`src/rtl/bus_master_arbiter_pkg.sv`:
```
// Shared definitions for the 68000 bus master arbiter: FSM encoding,
// hold-time default and grant-vector helpers.
package bus_master_arbiter_pkg;

  typedef enum logic [2:0] {
    IDLE     = 3'd0,
    REQUEST  = 3'd1,
    WAIT_BUS = 3'd2,
    OWNED    = 3'd3,
    RELEASE  = 3'd4
  } arb_state_e;

  localparam int unsigned MAX_HOLD_DEFAULT = 1024;
  localparam int unsigned MAX_NREQ         = 8;

  // Shifted by the winner index to build the one-hot grant.
  localparam logic [MAX_NREQ-1:0] ONEHOT_LSB = {{(MAX_NREQ-1){1'b0}}, 1'b1};

  // Index width that stays legal for a single requester.
  function automatic int unsigned ptr_width(input int unsigned n);
    return (n > 1) ? $clog2(n) : 1;
  endfunction

endpackage

```
`src/rtl/bus_master_arbiter_rr_pick.sv`:
```
// Combinational round-robin selector: first set request at or after the
// pointer, wrapping modulo NREQ.
module bus_master_arbiter_rr_pick
  import bus_master_arbiter_pkg::*;
#(
  parameter int unsigned NREQ  = 2,
  parameter int unsigned PTR_W = ptr_width(NREQ)
) (
  input  logic [NREQ-1:0]  req_i,
  input  logic [PTR_W-1:0] ptr_i,
  output logic [PTR_W-1:0] idx_o,
  output logic             valid_o
);

  int unsigned      cand;
  logic [PTR_W-1:0] cand_idx;

  always_comb begin
    idx_o    = '0;
    valid_o  = 1'b0;
    cand     = 0;
    cand_idx = '0;
    for (int unsigned i = 0; i < NREQ; i++) begin
      cand     = (32'(ptr_i) + i) % NREQ;
      cand_idx = PTR_W'(cand);
      if (!valid_o && req_i[cand_idx]) begin
        idx_o   = cand_idx;
        valid_o = 1'b1;
      end
    end
  end

endmodule

```
`src/rtl/bus_master_arbiter.sv`:
```
// Shares the 68000 bus between the CPU and NREQ auxiliary masters using the
// BR/BG/BGACK handshake, round-robin selection and a hold-time preempt.
module bus_master_arbiter
  import bus_master_arbiter_pkg::*;
#(
  parameter int unsigned NREQ     = 2,
  parameter int unsigned MAX_HOLD = MAX_HOLD_DEFAULT,
  parameter int unsigned CNT_W    = 11
) (
  input  logic            CPUCLK_IN,
  input  logic            RESET_IN,
  input  logic            RUN_IN,
  input  logic            AS_IN,
  input  logic            BG_IN,
  input  logic [NREQ-1:0] REQ_IN,
  output logic            BR,
  output logic            BGACK,
  output logic [NREQ-1:0] GNT,
  output logic [NREQ-1:0] PREEMPT,
  output logic            BUSY
);

  localparam int unsigned      PTR_W      = ptr_width(NREQ);
  localparam logic [CNT_W-1:0] HOLD_LIMIT = CNT_W'(MAX_HOLD);

  arb_state_e       state_q;
  logic             br_q, bgack_q, busy_q;
  logic [NREQ-1:0]  gnt_q, preempt_q, gnt_d;
  logic [PTR_W-1:0] ptr_q, owner_q, ptr_d;
  logic [PTR_W-1:0] pick_idx;
  logic             pick_valid;
  logic             owner_req, others_req;
  logic [CNT_W-1:0] cnt_q, cnt_d;

  bus_master_arbiter_rr_pick #(
    .NREQ  (NREQ),
    .PTR_W (PTR_W)
  ) rr_pick (
    .req_i   (REQ_IN),
    .ptr_i   (ptr_q),
    .idx_o   (pick_idx),
    .valid_o (pick_valid)
  );

  always_comb begin
    gnt_d      = NREQ'(ONEHOT_LSB << pick_idx);
    // The grant vector doubles as the owner mask, avoiding a variable index.
    owner_req  = |(REQ_IN & gnt_q);
    others_req = |(REQ_IN & ~gnt_q);
    cnt_d      = (cnt_q == HOLD_LIMIT) ? cnt_q : cnt_q + 1'b1;
    ptr_d      = (32'(owner_q) == NREQ - 1) ? '0 : owner_q + 1'b1;
  end

  always_ff @(posedge CPUCLK_IN) begin
    if (RESET_IN) begin
      state_q   <= IDLE;
      br_q      <= 1'b0;
      bgack_q   <= 1'b0;
      busy_q    <= 1'b0;
      gnt_q     <= '0;
      preempt_q <= '0;
      owner_q   <= '0;
      ptr_q     <= '0;
      cnt_q     <= '0;
    end else if (!RUN_IN) begin
      // Same as reset except the fairness pointer survives.
      state_q   <= IDLE;
      br_q      <= 1'b0;
      bgack_q   <= 1'b0;
      busy_q    <= 1'b0;
      gnt_q     <= '0;
      preempt_q <= '0;
      owner_q   <= '0;
      cnt_q     <= '0;
    end else begin
      case (state_q)
        IDLE: begin
          if (|REQ_IN) begin
            state_q <= REQUEST;
            br_q    <= 1'b1;
            busy_q  <= 1'b1;
          end
        end
        REQUEST: begin
          if (!(|REQ_IN)) begin
            state_q <= IDLE;
            br_q    <= 1'b0;
            busy_q  <= 1'b0;
          end else if (BG_IN) begin
            state_q <= WAIT_BUS;
          end
        end
        WAIT_BUS: begin
          if (!pick_valid) begin
            state_q <= IDLE;
            br_q    <= 1'b0;
            busy_q  <= 1'b0;
          end else if (!AS_IN && !bgack_q) begin
            state_q   <= OWNED;
            owner_q   <= pick_idx;
            gnt_q     <= gnt_d;
            bgack_q   <= 1'b1;
            br_q      <= 1'b0;
            cnt_q     <= '0;
            preempt_q <= '0;
          end
        end
        OWNED: begin
          if (!owner_req) begin
            state_q   <= RELEASE;
            gnt_q     <= '0;
            preempt_q <= '0;
            bgack_q   <= 1'b0;
            ptr_q     <= ptr_d;
            cnt_q     <= '0;
          end else begin
            cnt_q <= cnt_d;
            // Keyed on the next count so PREEMPT rises with the counter hitting the limit.
            if (cnt_d == HOLD_LIMIT && others_req) begin
              preempt_q <= gnt_q;
            end
          end
        end
        RELEASE: begin
          state_q <= IDLE;
          busy_q  <= 1'b0;
        end
        default: begin
          state_q   <= IDLE;
          br_q      <= 1'b0;
          bgack_q   <= 1'b0;
          busy_q    <= 1'b0;
          gnt_q     <= '0;
          preempt_q <= '0;
        end
      endcase
    end
  end

  assign BR      = br_q;
  assign BGACK   = bgack_q;
  assign GNT     = gnt_q;
  assign PREEMPT = preempt_q;
  assign BUSY    = busy_q;

endmodule

```
`config.mk`:
```
export PLATFORM = sky130hd
export DESIGN_NAME = bus_master_arbiter
export DESIGN_NICKNAME = d
export VERILOG_FILES = /design/src/rtl/bus_master_arbiter_pkg.sv /design/src/rtl/bus_master_arbiter_rr_pick.sv /design/src/rtl/bus_master_arbiter.sv
export SDC_FILE = /design/constraint.sdc
export NUM_CORES = 1
export LEC_CHECK = 0
export CORE_UTILIZATION = 56
export CTS_CLUSTER_SIZE = 20
export DETAILED_ROUTE_END_ITERATION = 16
export GPL_TIMING_DRIVEN = 0
export PLACE_DENSITY = 0.79
export SETUP_SLACK_MARGIN = 0.4
export SYNTH_ARGS = -nofsm -noshare
export SYNTH_HDL_FRONTEND = slang
export SYNTH_SLANG_ARGS = --single-unit
```
`constraint.sdc`:
```
create_clock -name CPUCLK_IN -period 2.45 [get_ports CPUCLK_IN]
set_input_delay 0.3675 -clock CPUCLK_IN [delete_from_list [all_inputs] [get_ports CPUCLK_IN]]
set_output_delay 0.3675 -clock CPUCLK_IN [all_outputs]
set_load 0.03 [all_outputs]
```
Word level (Yosys, flattened, before mapping)

Index checks and enable logic that the tools add are counted.

Register bits: 23
Input bits: 7
Output and inout port bits: 7

Add/subtract/negate cells: 3
Magnitude comparators: 2
Eq/ne operators: 15
Shifts and indexed selects: 1
Muxes and demuxes: 41
Bitwise operators: 8
Reductions and logical operators: 22

Operators by type and width:

| cell                                                                  | count |
|---|---|
| 11-bit 2-to-1 mux                                                     | 4 |
| 11-bit equality test, second input constant                           | 2 |
| 11-bit case mux with 2 select lines                                   | 1 |
| 4-bit AND reduction                                                   | 5 |
| 3-bit 2-to-1 mux                                                      | 6 |
| 1-bit 2-to-1 mux                                                      | 17 |
| 2-bit 2-to-1 mux                                                      | 7 |
| 2-bit inequality test, second input constant                          | 6 |
| 2-bit case mux with 3 select lines                                    | 2 |
| 3-bit case mux with 4 select lines                                    | 1 |
| 11-bit by 1-bit adder with 11-bit output, second input constant       | 1 |
| 2-bit OR reduction                                                    | 5 |
| 3-bit inequality test, second input constant                          | 3 |
| 3-bit AND reduction                                                   | 3 |
| 1-bit case mux with 4 select lines                                    | 2 |
| 3-bit by 2-bit equality test with 1-bit output, second input constant | 2 |
| 1-bit inverter                                                        | 5 |
| 2-bit AND                                                             | 2 |
| 1-bit by 2-bit < comparator with 1-bit output, second input constant  | 2 |
| 3-bit by 1-bit equality test with 1-bit output, second input constant | 1 |
| 3-bit equality test, second input constant                            | 1 |
| 1-bit logical AND                                                     | 3 |
| 1-bit logical NOT                                                     | 3 |
| 3-bit logical NOT                                                     | 1 |
| other kinds (6)                                                       | 7 |

Depth between registers and ports, before layout

Depth in word-level cells: 10
Depth in mapped cells: 8

Modules after synthesis

From an unflattened synthesis, not the netlist that was laid out.

Cell total of the unflattened synthesis: 188
Area total of the unflattened synthesis: 1,467.7 µm²

By module, submodules not included:

| module                     | instances | cells an instance | area an instance (µm²) | seq. area each (µm²) |
|---|---|---|---|---|
| bus_master_arbiter         | 1         | 185               | 1,450.1                | 460.4 |
| bus_master_arbiter_rr_pick | 1         | 3                 | 17.5                   | 0.0 |

Worst setup path before layout

Ideal clock, no wire load.

Path type: reg-to-reg
From: register cnt_q[0]
To: register preempt_q[0], in the netlist PREEMPT[0]
Setup time: 0.072 ns
Data arrival time: 1.829 ns
Path slack: 0.549 ns
Stages on the path, launching flop included: 7
Clock period less this slack: 1.901 ns
Cells stage by stage: dfxtp_1 > ha_1 > nand3_1 > nor3_1 > a31oi_1 > nor4_4 > mux2i_1

Word-level cells in the longest chain between the ends: 6

RTL lines:

| element                                                                                 | RTL line                  | source |
|---|---|---|
| from (decl)                                                                             | bus_master_arbiter.sv:33  | `logic [CNT_W-1:0] cnt_q, cnt_d;` |
| from (signal assigned)                                                                  | bus_master_arbiter.sv:117 | `cnt_q <= cnt_d;` |
| 11-bit by 1-bit adder with 11-bit output / 11-bit equality test (equally long branches) | bus_master_arbiter.sv:50  | `cnt_d = (cnt_q == HOLD_LIMIT) ? cnt_q : cnt_q + 1'b1;` |
| 11-bit 2-to-1 mux (*)                                                                   | bus_master_arbiter.sv:50  |  |
| 11-bit equality test (*)                                                                | bus_master_arbiter.sv:119 | `if (cnt_d == HOLD_LIMIT && others_req) begin` |
| 1-bit logical AND (*)                                                                   | bus_master_arbiter.sv:119 |  |
| 3-bit inequality test (no line) (*)                                                     | n/a                       |  |
| 4-bit AND reduction (no line) (*)                                                       | n/a                       |  |
| to (signal assigned)                                                                    | bus_master_arbiter.sv:120 | `preempt_q <= gnt_q;` |
| to (decl)                                                                               | bus_master_arbiter.sv:28  | `logic [NREQ-1:0] gnt_q, preempt_q, gnt_d;` |

Every way passes the cells marked *; elsewhere a longest branch is shown, timed or not.
A chain may end at the register's enable or synchronous reset.

Worst setup path in the final report

From: register cnt_q[0]
To: register preempt_q[1], in the netlist PREEMPT[1]

The elaborated chain is that of the path after synthesis.

==> impl_results.md <==
* VDD IR-drop max at 394 µV
* Syn Area/Cell at 7.66 µm²
* Drt pass-1 iters at 4
* Total CTS buffers at 3
* Initial antenna violation count at 0
* Largest family of logic cells by synthesized area: simple AND/OR/NAND/NOR gates
* Top_reg_cell synth: dfxtp_1
* Power Density at 371 nW/µm²
* Worst stage delay on the critical path at about 0.42 ns
* Final period utilization at between 80% and 90%
* Outcome: finished clean
* Clock Latency Late Sink at approximately 0.32 ns
* Width of the chip at just over 50 µm
* Final #Nets at roughly 210
* Post-synth EDFFs at 0
* Clock Skews at 0.00197 ns
* Grt total ovfl at 0
* Post-synth top cells: 26 x nor2_1, 23 x dfxtp_1, 17 x a21oi_1
* Area overhead of the layout relative to synthesis at 22.0%
* Routed WL at approximately 3500 µm
* Vias per cell at between 6 and 7
* Final setup TNS at 0 ns
* Mux contribution to synthesized area at 2.89%
* Worst r2r src: cnt_q[0]
* Io pins at 14
* Count leader, synth: nor2_1
* Max FO, Critical Path at 6
* GPL Wtd Cong at a little under 0.9
* Final antenna-violating net count at 0
* Max Clk Rate at around 500 MHz
* DR iter-0 viols at 59
* RSZ-0062 raised after global routing: true
* DR WL/cell at roughly 15 µm
* FF-to-FF path depth at 8
* Reg2Reg Capture Point: PREEMPT[1]
* Initial core utilization at about three fifths
* CTS sink cnt at 23
* Total core area at around 2300 µm²
* Ys async rst share at 0%
* IO buf count at 13
* Yosys top cell by area: dfxtp_1
* Syn Nets at between 150 and 200
* Synthesis Warnings at 0
* Area share of the largest cell type after synthesis at between 30 and 40%
* Arrival time at the worst endpoint at 2.27 ns
* FF+latch count, synth at 23
* Routed via count at 1437
* Seq/Total Area, Yosys at between 30% and 40%
* Critical path class: reg2reg
* Largest cells by area after synthesis: dfxtp_1 33%, nor2_1 7.0%, a21oi_1 6.1%
* Worst slew pin tran at 0.551 ns
* Post-DP HPWL at approximately 2400 µm
* Critical Path RT at between 2 and 3 ns
* Cells after Synth at 181
* Post-Syn Area at around 1400 µm²
* Final Hold Vio Count at 0
* Post-Synth XOR/XNOR Area at 2.53%
* Power, Total at 0.000627 W
* Slew Viols, Final at 0
* Hold Path Stages at 2
* CTS max path bufs at 2
* Number of global-route vias before repair at 1245
* Worst slew margin at ~63%
* H-tree Lvls at 1
* Synth Area in Adders at 1.81%
* Kind of cell adding the most delay to the critical path: simple AND/OR/NAND/NOR gates
* Post-synthesis simple-gate area fraction at a little under a third
* Root buffer cell: clkbuf_4
* Gr usage total at 27.4%
* Hold wc startpoint: PREEMPT[0]
* Worst hold margin at ~0.48 ns
* Crit-path most repeated cell: mux2i_1
* Final Instance Area at 1690 µm²
* Startpoint types: flip-flop
* Minimum clock period at between 2 and 2.5 ns
* Row Count at 17
* Final setup viols at 0
* Share of cells above drive strength 1 at between 10 and 15%
* First-pass GRT wire length at 5530 µm
* N_diodes at 0
* Hold path endpoint: PREEMPT[0]
* CTS clock-pin slew for the worst setup and hold paths at ~0.13 ns
* Die area at 2680 µm²
* Register-to-Register Setup Slack at around 0.44 ns
* Die height at ~52 µm
* DRC at 0
* Compound-Gate Fraction of Synth Area at between 20% and 30%
* CTS tree: built
* CP max-delay cell: a2111o_1
* Crit. End Element: flip-flop
* DP Area at 1550 µm²
* Netlist cell types at 45
* P_leak at roughly 0.57 nW
* Largest net degree at the start of global routing at 14
* Max cap viols at 0
* CP cell instances: inv_4, ha_4, and4bb_1, nand3_2, mux2i_1, a2111o_1, nor4_4, mux2i_1
* CP bufs+invs at 1
* Worst hold-check path type: reg2reg
==> sequential cells by signal, indices dropped and copies added, names as in the netlist <==
register and count:
cnt_q 11, state_q 3, GNT 2, PREEMPT 2, BGACK 1, BR 1
BUSY 1, owner_q 1, ptr_q 1
==> per-stage QoR <==
step / worst slack [ns] / util, % / cells
6_report: 0.444 / 74.3 / 229
3_5_place_dp: 0.106 / 68.2 / 222
2_1_floorplan: 0.549 / - / 181
4_1_cts: 0.420 / 70.0 / 226
3_3_place_gp: 0.123 / 68.2 / 222
5_1_grt: 0.359 / 74.3 / 229
==> timing repair <==
| item | in CTS | in global routing |
|---|---|---|
| buffers inserted | 0 | 3 |
| endpoints found under the hold margin | 0 | 0 |
| hold buffers | 0 | 0 |
| endpoints found under the setup margin | 2 | 12 |
| gates cloned | 0 | 0 |
| resized for setup | 4 | 21 |
| pin swaps | 0 | 4 |
==> power breakdown <==
group / internal (W) / switching, W / leakage, nW
registers: 0.000375 / 0.00000408 / 0.187
clock network: 0.0000612 / 0.000124 / 0.0177
logic: 0.0000264 / 0.0000364 / 0.361
total: 0.000463 / 0.000164 / 0.566
==> kinds of logic after synthesis <==
group                      count (synthesis)
muxes                                      4
xor gates and xnor gates                   4
AOI/OAI and AO/OA                         53
and+or+nand+nor                           81
adders and majority gates                  2
buffers and inverters                     14
DFF                                       23
==> how the worst max path moves through the flow <==
stage,to,startpoint,depth (start not counted)
floorplan,PREEMPT[0],cnt_q[0],6
global placement,PREEMPT[1],REQ_IN[1],7
detailed placement,PREEMPT[0],REQ_IN[1],7
CTS,PREEMPT[1],cnt_q[1],6
global route,PREEMPT[0],cnt_q[6],7
finish,PREEMPT[1],cnt_q[0],8
==> tightest hold or removal path: stages (launching register included) <==
cell and delay [ns]:
dfxtp_1 0.34, nand3_1 0.06, mux2i_1 0.05
==> routing by layer <==
metal / routed length (µm) / vias to the layer above / GRT usage, %
met5: 0 / - / 0
met4: 32 / 0 / 9.91
met3: 211 / 4 / 4.68
met2: 1620 / 53 / 41.8
met1: 1640 / 675 / 38.5
li1: - / 705 / -
==> final cells by class <==
class	count	area [µm²]
buffer	8	40.0
inverter	6	25.0
tap	28	35.0
fill	166	584
clock inverter	1	5.00
sequential	23	468
multi-input combinational	144	941
clock buffer	3	22.5
timing repair buffer	16	155
==> layout by cell type, fill, tap and decap left out, types with 3 or more instances in the layout <==
| cell | count |
|---|---|
| o21ai_0 | 10 |
| inv_1 | 4 |
| clkbuf_4 | 3 |
| nand3b_1 | 4 |
| a311oi_1 | 3 |
| clkbuf_1 | 5 |
| a31oi_1 | 3 |
| mux2i_1 | 4 |
| dfxtp_1 | 21 |
| a22oi_1 | 4 |
| nand3_1 | 6 |
| a21oi_1 | 17 |
| nor2b_1 | 3 |
| buf_4 | 3 |
| nand3_2 | 3 |
| nand2_1 | 12 |
| nor3_1 | 5 |
| nor2_1 | 24 |
| clkdlybuf4s50_1 | 12 |
Note: power is estimated with default switching activity, not from simulation.
